===== src/rtl/my_cpu_core.sv =====
// Parametrised four-register CPU core: ALU with carry/zero flags, conditional jumps,
// a hardware CALL/RET stack that faults on overflow/underflow, and a divided execution tick.
module my_cpu_core #(
    parameter int DATA_W      = 8,
    parameter int ADDR_W      = 8,
    parameter int STACK_DEPTH = 4,
    parameter int CLK_DIV     = 10
) (
    input  logic                clock,
    input  logic                Reset,
    output logic [ADDR_W-1:0]   instr_addr,
    input  logic [7+DATA_W:0]   instr_data,
    input  logic [DATA_W-1:0]   in_data,
    output logic [DATA_W-1:0]   out_data,
    output logic                out_strobe,
    output logic                carry,
    output logic                zero,
    output logic                fault
);

    localparam int DIV_W = (CLK_DIV > 1) ? $clog2(CLK_DIV) : 1;
    localparam int SP_W  = $clog2(STACK_DEPTH + 1);
    localparam int SI_W  = (STACK_DEPTH > 1) ? $clog2(STACK_DEPTH) : 1;

    typedef enum logic [0:0] {S_RUN, S_FAULT} state_t;

    state_t                        r_state, w_state_next;
    logic [DIV_W-1:0]              r_div;
    logic [ADDR_W-1:0]             r_pc;
    logic [3:0][DATA_W-1:0]        r_regs;
    logic [DATA_W-1:0]             r_out;
    logic                          r_carry, r_zero, r_strobe;
    logic [SP_W-1:0]               r_sp;
    logic [ADDR_W-1:0]             r_stack [STACK_DEPTH];

    logic                          w_tick, w_exec;
    logic [3:0]                    w_op;
    logic [1:0]                    w_rd, w_rs;
    logic [DATA_W-1:0]             w_imm, w_a, w_b, w_result;
    logic [DATA_W:0]               w_sum;
    logic [ADDR_W-1:0]             w_pc_next;
    logic                          w_wr_en, w_alu, w_out_we, w_push, w_pop;
    logic [SI_W-1:0]               w_push_idx, w_top_idx;

    assign w_tick     = (r_div == DIV_W'(CLK_DIV - 1));
    assign w_exec     = (r_state == S_RUN) && w_tick;
    assign w_op       = instr_data[7+DATA_W:4+DATA_W];
    assign w_rd       = instr_data[3+DATA_W:2+DATA_W];
    assign w_rs       = instr_data[1+DATA_W:DATA_W];
    assign w_imm      = instr_data[DATA_W-1:0];
    assign w_a        = r_regs[w_rd];
    assign w_b        = r_regs[w_rs];
    assign w_push_idx = SI_W'(r_sp);
    assign w_top_idx  = SI_W'(r_sp - 1'b1);

    always_ff @(posedge clock) begin
        if (Reset) r_state <= S_RUN;
        else       r_state <= w_state_next;
    end

    // Decode and next-state; nothing is enabled unless RUN and on a tick.
    always_comb begin
        w_state_next = r_state;
        w_pc_next    = r_pc;
        w_result     = '0;
        w_sum        = '0;
        w_wr_en      = 1'b0;
        w_alu        = 1'b0;
        w_out_we     = 1'b0;
        w_push       = 1'b0;
        w_pop        = 1'b0;
        if (w_exec) begin
            w_pc_next = r_pc + 1'b1;
            case (w_op)
                4'h1: begin w_wr_en = 1'b1; w_result = w_b; end
                4'h2: begin w_wr_en = 1'b1; w_result = w_imm; end
                4'h3: begin w_alu = 1'b1; w_sum = {1'b0, w_a} + {1'b0, w_b}; end
                4'h4: begin w_alu = 1'b1; w_sum = {1'b0, w_a} + {1'b0, w_imm}; end
                4'h5: begin w_alu = 1'b1; w_sum = {1'b0, w_a} - {1'b0, w_b}; end
                4'h6: begin w_alu = 1'b1; w_sum = {1'b0, w_a & w_b}; end
                4'h7: begin w_alu = 1'b1; w_sum = {1'b0, w_a | w_b}; end
                4'h8: begin w_alu = 1'b1; w_sum = {1'b0, w_a ^ w_b}; end
                4'h9: begin w_wr_en = 1'b1; w_result = in_data; end
                4'hA: w_out_we = 1'b1;
                4'hB: w_pc_next = w_imm[ADDR_W-1:0];
                4'hC: if (!r_carry) w_pc_next = w_imm[ADDR_W-1:0];
                4'hD: if (r_zero)   w_pc_next = w_imm[ADDR_W-1:0];
                4'hE: begin
                    if (r_sp == SP_W'(STACK_DEPTH)) begin
                        w_state_next = S_FAULT;
                        w_pc_next    = r_pc;
                    end else begin
                        w_push    = 1'b1;
                        w_pc_next = w_imm[ADDR_W-1:0];
                    end
                end
                4'hF: begin
                    if (r_sp == '0) begin
                        w_state_next = S_FAULT;
                        w_pc_next    = r_pc;
                    end else begin
                        w_pop     = 1'b1;
                        w_pc_next = r_stack[w_top_idx];
                    end
                end
                default: ;
            endcase
            if (w_alu) begin
                w_wr_en  = 1'b1;
                w_result = w_sum[DATA_W-1:0];
            end
        end
    end

    always_ff @(posedge clock) begin
        if (Reset) begin
            r_div    <= '0;
            r_pc     <= '0;
            r_regs   <= '0;
            r_out    <= '0;
            r_carry  <= 1'b0;
            r_zero   <= 1'b0;
            r_strobe <= 1'b0;
            r_sp     <= '0;
        end else begin
            r_div    <= w_tick ? '0 : r_div + 1'b1;
            r_pc     <= w_pc_next;
            r_strobe <= w_out_we;
            if (w_wr_en) r_regs[w_rd] <= w_result;
            if (w_alu) begin
                r_carry <= w_sum[DATA_W];
                r_zero  <= (w_sum[DATA_W-1:0] == '0);
            end
            if (w_out_we) r_out <= w_b;
            if (w_push)   r_sp  <= r_sp + 1'b1;
            if (w_pop)    r_sp  <= r_sp - 1'b1;
        end
    end

    // Stack contents need no reset: the pointer alone defines validity.
    always_ff @(posedge clock) begin
        if (!Reset && w_push) r_stack[w_push_idx] <= r_pc + 1'b1;
    end

    assign instr_addr = r_pc;
    assign out_data   = r_out;
    assign out_strobe = r_strobe;
    assign carry      = r_carry;
    assign zero       = r_zero;
    assign fault      = (r_state == S_FAULT);

endmodule

===== config.mk =====
export PLATFORM = sky130hd
export DESIGN_NAME = my_cpu_core
export DESIGN_NICKNAME = d
export VERILOG_FILES = /design/src/rtl/my_cpu_core.sv
export SDC_FILE = /design/constraint.sdc
export NUM_CORES = 1
export LEC_CHECK = 0
export CELL_PAD_IN_SITES_DETAIL_PLACEMENT = 1
export CELL_PAD_IN_SITES_GLOBAL_PLACEMENT = 2
export CORE_ASPECT_RATIO = 0.5
export CORE_MARGIN = 1.5
export CORE_UTILIZATION = 25
export DETAILED_ROUTE_END_ITERATION = 6
export PLACE_DENSITY = 0.55
export SYNTH_ARGS = -nofsm -noshare
export SYNTH_HDL_FRONTEND = slang
export SYNTH_SLANG_ARGS = --single-unit

===== constraint.sdc =====
create_clock -name clock -period 12.3 [get_ports clock]
set_input_delay 3.69 -clock clock [delete_from_list [all_inputs] [get_ports clock]]
set_output_delay 3.69 -clock clock [all_outputs]
set_load 0.01 [all_outputs]

After elaboration in Yosys (flattened, before gate mapping)
Memory sizes are Yosys's and may differ from the RTL's.
Cells that the tools add are included.
{"block": "totals", "ff_bits": 59, "ramBits": 32, "in_bits": 26, "output_inout_bits": 20, "wordCells": 99, "mem_count": 1}
{"block": "classes", "add_sub_neg": 7, "n_lt_le_gt_ge": 3, "n_eq_ne": 21, "mux": 38, "bitwise_logic": 4, "n_reduce_logical": 13}
{"memory": "r_stack", "words": 4, "word_bits": 8, "rd": 1, "rd_clocked_by_memory_dff": 0, "wr": 1, "line_no": "34", "source": "logic [ADDR_W-1:0] r_stack [STACK_DEPTH];"}
{"op": "$mux 8", "count": 9}
{"op": "$pmux 9 s6", "count": 1}
{"op": "$pmux 8 s5", "count": 1}
{"op": "$eq 4x4->1 const B", "count": 9}
{"op": "$bmux 8 s2", "count": 2}
{"op": "$bwmux 32", "count": 1}
{"op": "$pmux 8 s3", "count": 1}
{"op": "$add 8x8->9", "count": 2}
{"op": "$mux 1", "count": 18}
{"op": "$demux 8 s2", "count": 1}
{"op": "$eq 4x3->1 const B", "count": 4}
{"op": "$mux 9", "count": 1}
{"op": "$sub 8x8->9", "count": 1}
{"op": "$add 8x1->8 const B", "count": 1}
{"op": "$and 8x8->8", "count": 1}
{"op": "$eq 4x2->1 const B", "count": 2}
{"op": "$logic_not 8->1", "count": 1}
{"op": "$ne 2x2->1 const B", "count": 4}
{"op": "$or 8x8->8", "count": 1}
{"op": "$xor 8x8->8", "count": 1}
{"op": "$lt 2x3->1 const B", "count": 2}
{"op": "$mux 3", "count": 2}
{"op": "$reduce_or 6->1", "count": 1}
{"op": "$add 4x1->4 const B", "count": 1}
{"op": "other kinds (15)", "count": 18}

Longest topological paths before layout
{"block": "depth", "word_depth": 7, "ltp_mapped": 16}

Worst setup path before layout
No wires, ideal clock.
{"block": "synth_timing", "path_kind": "input-to-reg", "startpoint": "input instr_data[8]", "endpoint": "register r_zero (netlist: zero)", "setup_time_ps": 125, "arrival_ps": 6706, "path_slack_ps": 5469, "stages": 16, "n_path_buf": 1, "path_cell_list": "buf_2 -> mux4_2 -> inv_1 -> ha_1 -> nor2b_1 -> and2_1 -> xnor2_1 -> o22ai_1 -> a21oi_1 -> ha_1 -> a211oi_1 -> nor3_1 -> a211oi_1 -> nor2_1 -> o311ai_0 -> o21ai_1"}
{"block": "synth_between", "elab_chain_cells": 6}
{"element": "start: declaration", "line_no": "12", "source": "input logic [7+DATA_W:0] instr_data,"}
{"element": "$bmux 8 s2 *", "line_no": "52", "source": "assign w_b = r_regs[w_rs];"}
{"element": "$mux 8 (implied by the code) *", "line_no": "52"}
{"element": "via w_b[0]", "line_no": "39", "source": "logic [DATA_W-1:0] w_imm, w_a, w_b, w_result;"}
{"element": "$sub 8x8->9 (tied with other cells)", "line_no": "79", "source": "4'h5: begin w_alu = 1'b1; w_sum = {1'b0, w_a} - {1'b0, w_b}; end"}
{"element": "$pmux 9 s6 *", "line_no": "74", "source": "case (w_op)"}
{"element": "$mux 9 *", "line_no": "72", "source": "if (w_exec) begin"}
{"element": "$logic_not 8->1 *", "line_no": "132", "source": "r_zero <= (w_sum[DATA_W-1:0] == '0);"}
{"element": "end signal: assignment", "line_no": "132"}
{"element": "end: declaration", "line_no": "32", "source": "logic r_carry, r_zero, r_strobe;"}
Mark *: on every way through the listed nets, which the timed path passes. The rest lies on a longest branch. The select of a mux whose other input is x is not followed.
A chain may end at the register's enable or synchronous reset.

Final worst setup path
Same ends and word-level chain as after synthesis.

==> impl_metrics.json <==
{
  "status": "finished, final reports clean",
  "routedWlPerCell_um": 21.00,
  "rsz0062_at_grt": "no",
  "cts.clk_slew.worst_paths_ps": 70,
  "drtPass1Iterations": 5,
  "setup_viol": 0,
  "cts_htree_levels": 3,
  "numCtsBuffers": 9,
  "clk_latency_ps": 350,
  "synth_cell_types": 71,
  "powerDensity_mw_per_mm2": 102.9,
  "synth_seq_cells": 91,
  "floorplan.initialDensity": 0.2544,
  "clockPowerShare": 0.472,
  "hold_slack_ps": 501.0,
  "finalWirelength_um": 19680,
  "root_buffer": "clkbuf_16",
  "worst_slack_ps": 4442,
  "final_antenna_net_count": 0,
  "antennaDiodeCount": 0,
  "crit_path_max_incr_delay_ps": 850,
  "min_from": "out_data[1]",
  "ys.flop_type": "dfxtp_1",
  "rows": 39,
  "clock_sinks": 91,
  "post-route-util": 0.3014,
  "leakage_uw": 0.002312,
  "ys_seq_area_frac": 0.3702,
  "gp_congestion": 0.8117,
  "slew_headroom": 0.4032,
  "grt_antenna_before_repair": 0,
  "grt_max_degree": 61,
  "max_freq_mhz": 127.3,
  "p_seq_frac": 0.441,
  "crit_path_cell_trace": "clkdlybuf4s50_1 > mux4_2 > inv_1 > ha_1 > nor2b_1 > and2_1 > xnor2_1 > o22ai_1 > a21oi_1 > ha_1 > o21ai_0 > a21oi_1 > o31ai_1 > or4_1 > o21ai_1",
  "cp_max_fo": 8,
  "worstMarginPinSlew_ps": 892.3,
  "end_kind": "register",
  "num_vias": 4768,
  "critPathKind": "input pin to register",
  "globalRouteOverflowTotal": 0,
  "port_buffers": 45,
  "critical_path_required_ps": 12580,
  "maxCapViolations": 0,
  "place_worst_setup_slack_ps": 4074,
  "drc": 0,
  "p_int_uw": 537.6,
  "cts_hold_buf": 0,
  "p_switching_uw": 167.2,
  "io-pin-count": 46,
  "cp-startpoint": "instr_data[8]",
  "avgSynthCellArea_um2": 9.724,
  "start_kind": "input pin",
  "nFillCells": 2602,
  "hold_path_class": "register to register",
  "crit_slowest_cell": "clkdlybuf4s50_1",
  "via_per_inst": 5.089,
  "grt_pass1_vias": 4930,
  "finalNetCount": 687,
  "yosys_warnings": 0,
  "coreArea_mm2": 0.02274,
  "peakVddDrop_v": 0.00005899,
  "skew_ps": 9.234,
  "fin_cells": 937,
  "arrival_ps": 8140,
  "area_growth_pct": 18.45,
  "drv_slew": 0,
  "reg2reg_from": "r_regs[24]",
  "syn-cell-area_mm2": 0.005786,
  "final-hold-violation-count": 0,
  "ctsResizeCount": 0,
  "post-route-period-util": 0.6388,
  "syn-instance-count": 595,
  "fin_crit_ps": 7858,
  "die_height_um": 110.6,
  "drive_above_1_share": 0.09683,
  "dp_hpwl_um": 14820,
  "die_w_um": 218.1,
  "power_frac_comb": 0.086,
  "grt_pass1_wl_um": 30550,
  "drtIter0Drc": 252,
  "dieArea_mm2": 0.02412,
  "syn_nets": 657,
  "finalSetupTns_ps": 0,
  "cts_buffer_depth": 2,
  "p_sw_frac": 0.2373,
  "grt_usage": 0.1686,
  "async_flop_share": 0,
  "cts_tree": "yes",
  "dp.cells": 921,
  "synth_edf_count": 32,
  "post_cts_buffers": 0
}
[metal layers]
| metal | share of wire | wire [um] | GRT usage | vias to the layer above |
|---|---|---|---|---|
| met5 | 0 | 0 | 0 | - |
| met1 | 0.50 | 9833 | 0.2411 | 2397 |
| met2 | 0.45 | 8821 | 0.2662 | 89 |
| li1 | - | - | - | 2271 |
| met4 | 0.0068 | 133 | 0.03034 | 0 |
| met3 | 0.045 | 892 | 0.03058 | 11 |
[power groups by stage]
stage	clock (uW)	combinational [uW]	sequential, uW
finish	333	61.0	311
CTS	343	61.6	311
detailed placement	0	61.4	318
global placement	0	61.8	318
global route	354	66.5	311
floorplan	0	34.8	317
[per-stage QoR]
step | total power (uW) | area [um^2]
finish | 704.9 | 6853
global route | 731.8 | 6853
CTS | 715.4 | 6853
detailed placement | 379.3 | 6502
global placement | 379.5 | 6502
floorplan | 352.3 | 5786
[layout make-up]
cell class	instances	area (um^2)	area share
clock buffers	10	239.0	0.03487
multi-input cells	439	3366	0.4911
inverters	34	127.6	0.01862
well taps	307	384.1	0.05605
repair buffers	50	483.0	0.07048
flip-flops and latches	91	2142	0.3126
clock inverters	6	111.4	0.01625
[synth_stat cells, types with 6 or more instances]
cell type   n  area share
a22oi_1     9       0.012
a211oi_1   30       0.039
buf_2       6      0.0052
mux4_2     24       0.093
o21ai_0    12       0.010
nand2_1    38       0.025
edfxtp_1   32        0.17
ha_1       35       0.076
and3_1      7      0.0076
nand2b_1    7      0.0076
and2_1      6      0.0065
a221oi_1    8       0.012
mux2i_1    11       0.019
inv_1      33       0.021
nor3_1     17       0.015
o211ai_1    9       0.012
nor2_1     81       0.053
xnor2_1    13       0.020
nand3_1    12       0.010
a21oi_1    33       0.029
clkbuf_1   16       0.010
xor2_1      7       0.011
dfxtp_1    59        0.20
[cells by family (layout without fill, tap and decap cells)]
logic type | Yosys count | count (layout) | share of synthesized area
adder cells (fa/ha/maj) | 36 | 36 | 0.07915
AND/OR/NAND/NOR | 207 | 207 | 0.1860
XOR/XNOR | 20 | 20 | 0.03028
buffers and inverters | 65 | 100 | 0.04801
multiplexers | 35 | 35 | 0.1125
AO/OA/AOI/OAI | 141 | 141 | 0.1739
flip-flops | 91 | 91 | 0.3702
[final timing paths]
path	endpoint	cells after the start	slack, ps
setup / recovery	zero	15	4440
hold / removal	out_data[1]	2	500
setup reg to reg	zero	14	8420
hold reg to reg	out_data[1]	2	500
[worst max-delay path: cells and delay by family]
kind	cells	cell delay, ps
multiplexers	1	650
AND/OR/NAND/NOR	3	1140
buffers and inverters	2	1000
adder cells (fa/ha/maj)	2	620
XOR/XNOR	1	60
AO/OA/AOI/OAI	6	960
[layout by cell type, fill, tap and decap left out, types with 3 or more instances in the layout]
master,synthesis,routed
buf_4,5,5
mux4_2,24,24
xor2_1,7,7
clkbuf_16,0,9
and3_1,7,7
clkdlybuf4s50_1,0,44
o2bb2ai_1,3,3
o211ai_1,9,9
a32o_1,3,3
dfxtp_1,59,59
nand3_1,12,12
nor2_1,81,81
ha_1,35,35
xnor2_1,13,13
nor3b_1,3,3
a211oi_1,30,30
nand2_1,38,38
nor3b_4,3,3
a221oi_1,8,8
nand3b_1,4,4
or4_1,4,4
inv_1,33,33
nor3_1,17,17
a21oi_1,33,33
a22oi_1,9,9
a22o_1,4,4
nor2b_1,5,5
and2_1,6,6
edfxtp_1,32,32
bufinv_16,0,3
nand2b_1,7,7
mux2i_1,11,11
o21ai_0,12,12
a222oi_1,3,3
[state kept, by name (all words and copies together), names as in the netlist]
register and cells:
r_regs 32, r_div 4, instr_addr 8, r_stack 32, out_data 8, out_strobe 1
r_sp 3, fault 1, zero 1, carry 1
(Power assumes the default switching activity.)
